File: src/rtl/scan_lbist_ctrl.sv
// -----------------------------------------------------------------------------
// scan_lbist_ctrl
// Logic-BIST controller. A Galois PRPG feeds the scan-in of NUM_CHAINS chains,
// the FSM sequences shift/capture windows, the scan-outs are compacted into a
// Galois MISR and the final signature is compared against a golden value.
//
// Ports
//   i_CLK           scan/test clock
//   i_RST           asynchronous reset, active-low
//   i_start         single-cycle start request (honoured in IDLE only)
//   i_abort         abort request, beats every other activity outside IDLE
//   i_num_patterns  number of patterns (capture events) to apply
//   i_golden_sig    expected signature, sampled in COMPARE
//   i_so            scan-out of each chain
//   o_si            scan-in of each chain (PRPG low bits during SHIFT, else 0)
//   o_se            scan enable (SHIFT and UNLOAD)
//   o_test_mode     high from INIT through COMPARE
//   o_busy          high in every state except IDLE
//   o_done          sticky completion flag
//   o_pass          signature match, valid while o_done=1
//   o_signature     current MISR contents
// -----------------------------------------------------------------------------
module scan_lbist_ctrl #(
    parameter int                    NUM_CHAINS     = 4,
    parameter int                    CHAIN_LEN      = 32,
    parameter int                    CAPTURE_CYCLES = 1,
    parameter int                    PAT_CNT_WIDTH  = 16,
    parameter int                    LFSR_WIDTH     = 16,
    parameter logic [LFSR_WIDTH-1:0] LFSR_POLY      = 16'hB400,
    parameter logic [LFSR_WIDTH-1:0] LFSR_SEED      = 16'hACE1,
    parameter int                    MISR_WIDTH     = 16,
    parameter logic [MISR_WIDTH-1:0] MISR_POLY      = 16'hB400,
    parameter logic [MISR_WIDTH-1:0] MISR_SEED      = 16'h0000
) (
    input  logic                     i_CLK,
    input  logic                     i_RST,
    input  logic                     i_start,
    input  logic                     i_abort,
    input  logic [PAT_CNT_WIDTH-1:0] i_num_patterns,
    input  logic [MISR_WIDTH-1:0]    i_golden_sig,
    input  logic [NUM_CHAINS-1:0]    i_so,
    output logic [NUM_CHAINS-1:0]    o_si,
    output logic                     o_se,
    output logic                     o_test_mode,
    output logic                     o_busy,
    output logic                     o_done,
    output logic                     o_pass,
    output logic [MISR_WIDTH-1:0]    o_signature
);

    localparam int SW = $clog2(CHAIN_LEN + 1);
    localparam int CW = $clog2(CAPTURE_CYCLES + 1);

    typedef enum logic [2:0] {
        S_IDLE,
        S_INIT,
        S_SHIFT,
        S_CAPTURE,
        S_UNLOAD,
        S_COMPARE
    } state_t;

    state_t                   r_state;
    logic [LFSR_WIDTH-1:0]    r_lfsr;
    logic [MISR_WIDTH-1:0]    r_misr;
    logic [PAT_CNT_WIDTH-1:0] r_pat_cnt;
    logic [SW-1:0]            r_shift_cnt;
    logic [CW-1:0]            r_cap_cnt;
    logic                     r_first_load;
    logic [NUM_CHAINS-1:0]    r_si;
    logic                     r_se;
    logic                     r_test_mode;
    logic                     r_busy;
    logic                     r_done;
    logic                     r_pass;

    logic [LFSR_WIDTH-1:0]    w_lfsr_step;
    logic [MISR_WIDTH-1:0]    w_misr_step;

    function automatic logic [LFSR_WIDTH-1:0] lfsr_step(input logic [LFSR_WIDTH-1:0] v);
        return {v[LFSR_WIDTH-2:0], 1'b0} ^ (v[LFSR_WIDTH-1] ? LFSR_POLY : '0);
    endfunction

    function automatic logic [MISR_WIDTH-1:0] misr_step(input logic [MISR_WIDTH-1:0] v,
                                                        input logic [NUM_CHAINS-1:0] so);
        return {v[MISR_WIDTH-2:0], 1'b0} ^ (v[MISR_WIDTH-1] ? MISR_POLY : '0)
               ^ MISR_WIDTH'(so);
    endfunction

    assign w_lfsr_step = lfsr_step(r_lfsr);
    assign w_misr_step = misr_step(r_misr, i_so);

    // Outputs are registered: every transition sets the output values that
    // belong to the state being entered, so o_si always shows the PRPG value
    // that is live during the current SHIFT cycle.
    always_ff @(posedge i_CLK or negedge i_RST) begin
        if (!i_RST) begin
            r_state      <= S_IDLE;
            r_lfsr       <= LFSR_SEED;
            r_misr       <= MISR_SEED;
            r_pat_cnt    <= '0;
            r_shift_cnt  <= '0;
            r_cap_cnt    <= '0;
            r_first_load <= 1'b0;
            r_si         <= '0;
            r_se         <= 1'b0;
            r_test_mode  <= 1'b0;
            r_busy       <= 1'b0;
            r_done       <= 1'b0;
            r_pass       <= 1'b0;
        end else if (i_abort && (r_state != S_IDLE)) begin
            // Abandon the run; the MISR keeps its partial signature.
            r_state     <= S_IDLE;
            r_si        <= '0;
            r_se        <= 1'b0;
            r_test_mode <= 1'b0;
            r_busy      <= 1'b0;
            r_done      <= 1'b0;
            r_pass      <= 1'b0;
        end else begin
            case (r_state)
                S_IDLE: begin
                    if (i_start) begin
                        r_state     <= S_INIT;
                        r_done      <= 1'b0;
                        r_pass      <= 1'b0;
                        r_test_mode <= 1'b1;
                        r_busy      <= 1'b1;
                    end
                end

                S_INIT: begin
                    r_lfsr    <= LFSR_SEED;
                    r_misr    <= MISR_SEED;
                    r_pat_cnt <= i_num_patterns;
                    if (i_num_patterns == '0) begin
                        r_state <= S_COMPARE;
                    end else begin
                        r_state      <= S_SHIFT;
                        r_first_load <= 1'b1;
                        r_shift_cnt  <= '0;
                        r_se         <= 1'b1;
                        r_si         <= LFSR_SEED[NUM_CHAINS-1:0];
                    end
                end

                S_SHIFT: begin
                    r_lfsr <= w_lfsr_step;
                    // The first load pushes out unknown power-up contents,
                    // which must not pollute the signature.
                    if (!r_first_load) begin
                        r_misr <= w_misr_step;
                    end
                    if (r_shift_cnt == SW'(CHAIN_LEN - 1)) begin
                        r_state      <= S_CAPTURE;
                        r_first_load <= 1'b0;
                        r_cap_cnt    <= '0;
                        r_se         <= 1'b0;
                        r_si         <= '0;
                    end else begin
                        r_shift_cnt <= r_shift_cnt + SW'(1);
                        r_si        <= w_lfsr_step[NUM_CHAINS-1:0];
                    end
                end

                S_CAPTURE: begin
                    if (r_cap_cnt == CW'(CAPTURE_CYCLES - 1)) begin
                        r_pat_cnt   <= r_pat_cnt - PAT_CNT_WIDTH'(1);
                        r_shift_cnt <= '0;
                        r_se        <= 1'b1;
                        if (r_pat_cnt == PAT_CNT_WIDTH'(1)) begin
                            r_state <= S_UNLOAD;
                        end else begin
                            r_state <= S_SHIFT;
                            // PRPG held during capture, so the next load
                            // starts from its current value.
                            r_si    <= r_lfsr[NUM_CHAINS-1:0];
                        end
                    end else begin
                        r_cap_cnt <= r_cap_cnt + CW'(1);
                    end
                end

                S_UNLOAD: begin
                    r_misr <= w_misr_step;
                    if (r_shift_cnt == SW'(CHAIN_LEN - 1)) begin
                        r_state <= S_COMPARE;
                        r_se    <= 1'b0;
                    end else begin
                        r_shift_cnt <= r_shift_cnt + SW'(1);
                    end
                end

                S_COMPARE: begin
                    r_pass      <= (r_misr == i_golden_sig);
                    r_done      <= 1'b1;
                    r_state     <= S_IDLE;
                    r_test_mode <= 1'b0;
                    r_busy      <= 1'b0;
                end

                default: begin
                    r_state <= S_IDLE;
                end
            endcase
        end
    end

    assign o_si        = r_si;
    assign o_se        = r_se;
    assign o_test_mode = r_test_mode;
    assign o_busy      = r_busy;
    assign o_done      = r_done;
    assign o_pass      = r_pass;
    assign o_signature = r_misr;

endmodule

File: config.mk
export PLATFORM = sky130hd
export DESIGN_NAME = scan_lbist_ctrl
export DESIGN_NICKNAME = d
export VERILOG_FILES = /design/src/rtl/scan_lbist_ctrl.sv
export SDC_FILE = /design/constraint.sdc
export NUM_CORES = 1
export LEC_CHECK = 0
export CAP_MARGIN = 20
export CORE_ASPECT_RATIO = 0.6
export CORE_MARGIN = 5
export CORE_UTILIZATION = 40
export DETAILED_ROUTE_END_ITERATION = 8
export PLACE_DENSITY = 0.62
export SETUP_SLACK_MARGIN = 0.3
export SLEW_MARGIN = 10
export SYNTH_ARGS = -nofsm -noshare
export SYNTH_HDL_FRONTEND = slang
export SYNTH_SLANG_ARGS = --single-unit
File: constraint.sdc
create_clock -name i_CLK -period 5.2 [get_ports i_CLK]
set_input_delay 0.52 -clock i_CLK [delete_from_list [all_inputs] [get_ports i_CLK]]
set_output_delay 0.52 -clock i_CLK [all_outputs]
set_load 0.1 [all_outputs]
# Word level (Yosys, flattened, before mapping)

Cells that the tools add are included.

Flip-flop bits (word level): 67
Input bits: 40
Output and inout port bits: 25
Word-level logic and storage cells: 103

Add/sub/neg operators: 3
Equal/unequal tests: 20
Mux-type cells: 41
Bitwise gates (word level): 4
Reduce and logical (&&, ||, !) cells: 23

Operators by type and width:

| operator                                              | number |
|---|---|
| 2-to-1 mux 16 bit                                     | 4 |
| case mux 16 bit (2 select lines)                      | 2 |
| case mux 16 bit (3 select lines)                      | 1 |
| XOR 16 bit                                            | 2 |
| 2-to-1 mux 3 bit                                      | 7 |
| 2-to-1 mux 4 bit                                      | 5 |
| 2-to-1 mux 6 bit                                      | 3 |
| inequality test 3 bit (second input constant)         | 6 |
| case mux 6 bit (3 select lines)                       | 1 |
| equality test 16 x 1 -> 1 bit (second input constant) | 1 |
| equality test 16 bit                                  | 1 |
| zero test 16 bit                                      | 1 |
| AND reduction 4 bit                                   | 4 |
| subtractor 16 x 1 -> 16 bit (second input constant)   | 1 |
| XOR 16 x 4 -> 16 bit                                  | 1 |
| case mux 3 bit (5 select lines)                       | 1 |
| case mux 4 bit (3 select lines)                       | 1 |
| nonzero test 3 bit                                    | 4 |
| 2-to-1 mux 1 bit                                      | 10 |
| inequality test 2 bit (second input constant)         | 5 |
| case mux 1 bit (2 select lines)                       | 5 |
| AND reduction 3 bit                                   | 3 |
| nonzero test 4 bit                                    | 2 |
| adder 6 x 1 -> 6 bit (second input constant)          | 1 |
| 14 further kinds                                      | 19 |

# Longest topological paths before layout

Gate-level depths: netlist (run 1).

Depth after elaboration: 5
Depth in mapped cells: 8
Mapped depth without buffers: 7

# Worst setup path after synthesis (run 1)

OpenSTA, ideal clock, no wires.

Path kind: register to register
Start: register r_pat_cnt[0]
End: register r_pat_cnt[10]
Library setup time: 136 ps
Arrival time: 2,017 ps
Required time: 5,064 ps
Setup slack: 3,047 ps
Stages on the path, launching flop included: 9
Path buffers: 1
Clock period less this slack: 2,153 ps
Path through: dfrtp_1 -> inv_1 -> ha_1 -> or3b_2 -> or2_2 -> clkbuf_1 -> o31a_2 -> o21ai_0 -> o21ai_0

Word-level cells in the longest chain between the ends: 3

RTL lines:

| item                             | RTL line | source |
|---|---|---|
| start: declaration               | 66       | `logic [PAT_CNT_WIDTH-1:0] r_pat_cnt;` |
| start signal: assignment         | 135      | `r_pat_cnt <= i_num_patterns;` |
| start signal: assignment         | 168      | `r_pat_cnt <= r_pat_cnt - PAT_CNT_WIDTH'(1);` |
| subtractor 16 x 1 -> 16 bit      | 168      |  |
| 2-to-1 mux 16 bit                | 167      | `if (r_cap_cnt == CW'(CAPTURE_CYCLES - 1)) begin` |
| case mux 16 bit (2 select lines) | 121      | `case (r_state)` |

No other way between the ends. The select of a mux whose other input is x is not followed.
A chain may end at the register's enable or synchronous reset.

# Worst setup path after layout (run 1)

Start: register r_misr[15] (netlist: o_signature[15])
End: output port o_signature[15]

RTL lines:

| item                     | RTL line | source |
|---|---|---|
| start: declaration       | 65       | `logic [MISR_WIDTH-1:0] r_misr;` |
| start signal: assignment | 152      | `r_misr <= w_misr_step;` |
| start signal: assignment | 185      | `r_misr <= w_misr_step;` |
| end: declaration         | 48       | `output logic [MISR_WIDTH-1:0] o_signature` |

No word-level cell between the ends.

==> results.yml, run 1 <==
floorplanning:
  die_height_um: 79.21
  dieArea_um2: 9928
  start_util_pct: 40.83
  dieWidth_um: 125.3
  core_um2: 7820
  ios: 65
  placementRows: 25
synthesis:
  netlist_area_um2: 3193
  ys_ff_latch: 54
  yosysSeqAreaShare_pct: 42.36
  synthXorXnorAreaFrac_pct: 6.309
  synth_top_family_by_area: "compound AO/OA/AOI/OAI gates"
  syn-instance-count: 351
  synth_area_per_cell_um2: 9.097
  synth_top_area_cell: "dfrtp_1"
  synth_compound_area_share_pct: 23.90
  async_flop_share_pct: 100.0
  synthAdderAreaFrac_pct: 1.176
  synth_mux_area_share_pct: 1.254
  synth_edf_count: 0
  synth_nets: 394
  synth.top_cell.area_share_pct: 41.54
  yosys-top-cells-area: "dfrtp_1 (42%), o21ai_0 (4.7%), nand2_1 (4.1%)"
  ys.flop_type: "dfrtp_1"
  yosysWarningCount: 0
  synth_simple_gate_area_share_pct: 21.51
  yosysUniqueCellTypes: 54
layout:
  area_growth_pct: 26.18
  regArea_um2: 1353
  final_util_pct: 51.52
  final_common_cell: "clkdlybuf4s50_1"
  final_cell_mix: "clkdlybuf4s50_1 (63), dfrtp_1 (53), nand2_1 (35), o21ai_0 (30), a21oi_1 (21)"
  multi_input_area_um2: 1729
  final_nets: 445
  diodes: 0
  drive_gt1_share_pct: 7.214
  num-fill-cells: 707
detailed_routing:
  wl_met3_um: 522
  drc: 0
  drt_iter0_drc: 241
  dr_wl_met2_um: 3483
  drt_wl_total_um: 8468
  drtPass1Iterations: 5
  wire_per_inst_um: 16.60
  wl_met1_um: 4392
  vias: 2843
  top_layer_used: "met4"
  ant_nets: 0
  via_per_inst: 5.575
worst_setup_path:
  cp-start-kind: "flip-flop"
  worstSetupStartpoint: "o_signature[15]"
  path_cells: "clkdlybuf4s50_1"
  reg2reg_from: "r_state[1]"
  crit_end: "o_signature[15]"
  worst-path-buf-inv: 1
  cp_num_cells: 1
  cp-end-kind: "output pin"
  cp_slowest_cell: "clkdlybuf4s50_1"
  max_stage_delay_ns: 1.20
  arrival_ns: 2.00
  rr_worst_depth: 5
  cp.required_ns: 4.68
  crit_family: "buffers and inverters"
  r2r-end: "o_signature[15]"
  crit_type: "reg2out"
  rrSetupSlack_ns: 2.72
  critPathMaxFanout: 6
global_routing:
  grt_overflow: 0
  track_usage_pct: 17.47
  antenna_found_initial: 0
  grt_pass1_wl_um: 13990
  grt_max_degree: 55
  grt_pass1_vias: 2719
clocking:
  insertion_delay_ns: 0.29
  postCtsSetupBuffers: 0
  cts-htree-levels: 2
  cts_made_buffers: 5
  cts_sinks: 54
  cts_tree: "done"
  root_buffer: "clkbuf_16"
  clock_path_buffers: 2
  cts_resized: 0
  hold_buffers: 0
  path_clk_slew_ns: 0.07
pwr:
  total_power_w: 0.001928
  ir_worst_vdd_mv: 0.4533
  powerDensity_nw_per_um2: 478.6
  p_leak_nw: 1.581
sta:
  rsz0062_at_grt: "false"
  final-setup-viol-count: 0
  tightest_slew_ns: 0.9815
  timing.hold.ws_ns: 0.3408
  finalHoldViolCount: 0
  slew_headroom_pct: 34.36
  drv_slew: 0
  timing.final.crit_share_pct: 48.53
  finalClockSkew_ns: 0.005160
  fmax_mhz: 396.3
  period_minus_slack_ns: 2.523
  tns_ns: 0
place:
  place_hpwl_um: 6240
  gp_congestion: 0.7654
  numPortBuffers: 64
worst_hold_path:
  worst_hold_path_type: "in2async"
run_status:
  status: "complete, no violations"
flow_run:
  maxCapViolations: 0
[where the power goes]
part           switching (W)  internal, W
Sequential          0.000184     0.000549
Clock               0.000147     0.000174
Combinational       0.000573     0.000301
[cell usage after synthesis (5+ instances only)]
library cell,number
nand2b_1,6
o2bb2ai_1,6
a22o_1,9
xor2_1,13
nand3_1,5
o21ai_0,30
or2_2,5
nor4_1,9
nand2_1,35
a31oi_1,5
nor3_1,13
inv_1,5
nor2b_1,9
a21oi_1,21
a21o_1,5
clkbuf_1,19
o31ai_1,8
nor2_1,19
dfrtp_1,53
xnor2_1,10
[kinds of logic after synthesis]
group	count (synthesis)
and+or+nand+nor	126
AOI/OAI and AO/OA	113
DFF	54
buffers and inverters	28
xor gates and xnor gates	23
muxes	4
adders and majority gates	3
[stage by stage]
step                worst slack, ns  area, µm²  cells
CTS                           2.650       4029    510
floorplan                     3.047       3193    351
finish                        2.677       4029    510
global placement              2.531       3894    503
detailed placement            2.443       3894    503
global route                  2.440       4029    510
[state kept, by name (all words and copies together) (netlist names)]
signal        flops
o_signature      16
r_lfsr            4
r_state           3
o_pass            1
o_done            1
o_busy            1
r_first_load      1
r_shift_cnt       6
o_se              1
o_si              4
r_pat_cnt        16
[how the worst min path moves through the flow]
stage                     end  depth (start not counted)   start
floorplan              o_busy                          0   i_RST
global placement       o_pass                          2  o_pass
detailed placement     o_pass                          2  o_pass
CTS                 r_lfsr[3]                          2   i_RST
global route           o_pass                          2   i_RST
finish                 o_pass                          2   i_RST
[routing by layer]
| layer | global-route usage [%] | vias up |
|---|---|---|
| li1 | - | 1402 |
| met1 | 26.87 | 1348 |
| met2 | 24.22 | 86 |
| met3 | 4.368 | 7 |
| met4 | 4.221 | 0 |
| met5 | 0 | - |
[layout make-up]
type / count / share of cell area [%]
clock buffers: 5 / 3.106
clock inverters: 2 / 0.2484
inverters: 5 / 0.4658
multi-input cells: 269 / 42.92
flip-flops and latches: 54 / 33.57
well taps: 108 / 3.354
repair buffers: 67 / 16.34
(Power assumes the default switching activity.)
==> inputs of run 2 (changes only) <==
Clock period 5.2 ns to 2.4 ns, I/O delays scaled along.
==> results.yml, run 2 (same netlist as run 1, synthesis figures left out) <==
global_routing:
  grt_overflow: 0
  grt_pass1_wl_um: 14550
  antenna_found_initial: 0
  grt_pass1_vias: 2791
  track_usage_pct: 18.09
  grt_max_degree: 55
worst_setup_path:
  arrival_ns: 2.35
  rr_worst_depth: 5
  reg2reg_from: "r_pat_cnt[10]"
  crit_type: "reg2reg"
  worst-path-buf-inv: 0
  crit_family: "simple AND/OR/NAND/NOR gates"
  r2r-end: "o_si[0]"
  cp-end-kind: "flip-flop"
  cp.required_ns: 2.58
  critPathMaxFanout: 5
  path_cells: "or4_4, or4_4, nor4_4, nor4_4, o221a_1"
  cp-start-kind: "flip-flop"
  rrSetupSlack_ns: 0.22
  cp_slowest_cell: "or4_4"
  max_stage_delay_ns: 0.57
layout:
  area_growth_pct: 31.39
  drive_gt1_share_pct: 18.57
  diodes: 0
  final_nets: 462
  final_common_cell: "dfrtp_1"
  final_cell_mix: "dfrtp_1 (52), buf_4 (42), clkdlybuf4s50_1 (38), nand2_1 (35), o21ai_0 (27)"
  stdcell_count: 528
clocking:
  cts_sinks: 54
  insertion_delay_ns: 0.30
  path_clk_slew_ns: 0.07
  cts_tree: "done"
  cts_made_buffers: 5
  root_buffer: "clkbuf_16"
  clock_path_buffers: 2
  cts-htree-levels: 2
detailed_routing:
  drtPass1Iterations: 6
  wire_per_inst_um: 16.77
  via_per_inst: 5.610
  drc: 0
  vias: 2962
  ant_nets: 0
  drt_wl_total_um: 8852
  drt_iter0_drc: 256
sta:
  tns_ns: 0
  final-setup-viol-count: 0
  tightest_slew_ns: 0.5075
  fmax_mhz: 459.7
  drv_slew: 0
  timing.final.crit_share_pct: 90.64
  slew_headroom_pct: 66.08
  period_minus_slack_ns: 2.175
  finalClockSkew_ns: 0.01024
  finalHoldViolCount: 0
  timing.hold.ws_ns: 0.4709
  rsz0062_at_grt: "true"
place:
  gp_congestion: 0.8277
  place_hpwl_um: 6360
  numPortBuffers: 64
  placed_cells: 514
pwr:
  powerDensity_nw_per_um2: 1044
  total_power_w: 0.004378
  ir_worst_vdd_mv: 0.7647
  p_leak_nw: 1.737
floorplanning:
  die_height_um: 79.21
  core_um2: 7820
  placementRows: 25
  start_util_pct: 40.83
  dieArea_um2: 9928
  ios: 65
  dieWidth_um: 125.3
worst_hold_path:
  worst_hold_path_type: "in2async"
flow_run:
  maxCapViolations: 0
run_status:
  status: "complete, no violations"
-- run 2: cell count changes in the layout (fill, tap and decap cells not counted), sizes merged --
cell,previous run,this run
clkdlybuf4s50,63,38
dlygate4sd3,0,1
clkinv,2,0
clkbuf,5,8
buf,4,45
-- run 2: metal layers --
metal	up-vias	routed length (µm)	part of all wire [%]	GRT usage, %
li1	1438	-	-	-
met1	1441	4714	53	28.64
met2	76	3642	41	24.76
met3	7	435	4.9	3.831
met4	0	59	0.67	4.004
met5	-	0	0	0
-- run 2: where the power goes --
group	total (W)	switching (W)	internal, W	leakage, nW
Clock	0.000801	0.000328	0.000473	0.0832
Sequential	0.00152	0.000327	0.00119	0.693
Combinational	0.00206	0.00136	0.000699	0.961
-- run 2: how the worst max path moves through the flow --
stage / endpoint / depth (start not counted) / start / slack, ns
4_1_cts: r_pat_cnt[10] / 7 / r_pat_cnt[0] / 0.23
2_1_floorplan: o_si[0] / 5 / r_pat_cnt[8] / 0.35
6_report: o_si[0] / 5 / r_pat_cnt[10] / 0.22
3_3_place_gp: r_shift_cnt[1] / 7 / i_num_patterns[1] / 0.04
3_5_place_dp: r_shift_cnt[5] / 7 / i_num_patterns[1] / -0.03
5_1_grt: o_si[0] / 5 / r_pat_cnt[10] / 0.17
-- run 2: final cells by class --
class	count	area, µm²
fillers	709	3625
inverters	5	18.77
flip-flops and latches	54	1354
repair buffers	84	750.7
well taps	108	135.1
multi-input cells	269	1770
clock buffers	8	166.4
-- run 2: metrics by stage --
stage	area [µm²]	utilization (%)	setup slack, ns
floorplan	3197	-	0.3509
global placement	3929	50.24	0.03825
detailed placement	3929	50.24	-0.02915
CTS	4140	52.94	0.2290
global route	4195	53.65	0.1739
finish	4195	53.65	0.2246
-- run 2: worst min-delay path, delay by kind of cell --
family                 cells  cell delay [ns]
buffers and inverters      3             0.91
-- run 2: repair_timing --
action / 4_1_cts / 5_1_grt
endpoints found under the setup margin: 8 / 18
hold buffers: 1 / 0
hold endpoints to repair: 53 / 0
gates resized for setup: 4 / 11
setup buffers: 3 / 2
pin swaps: 0 / 2
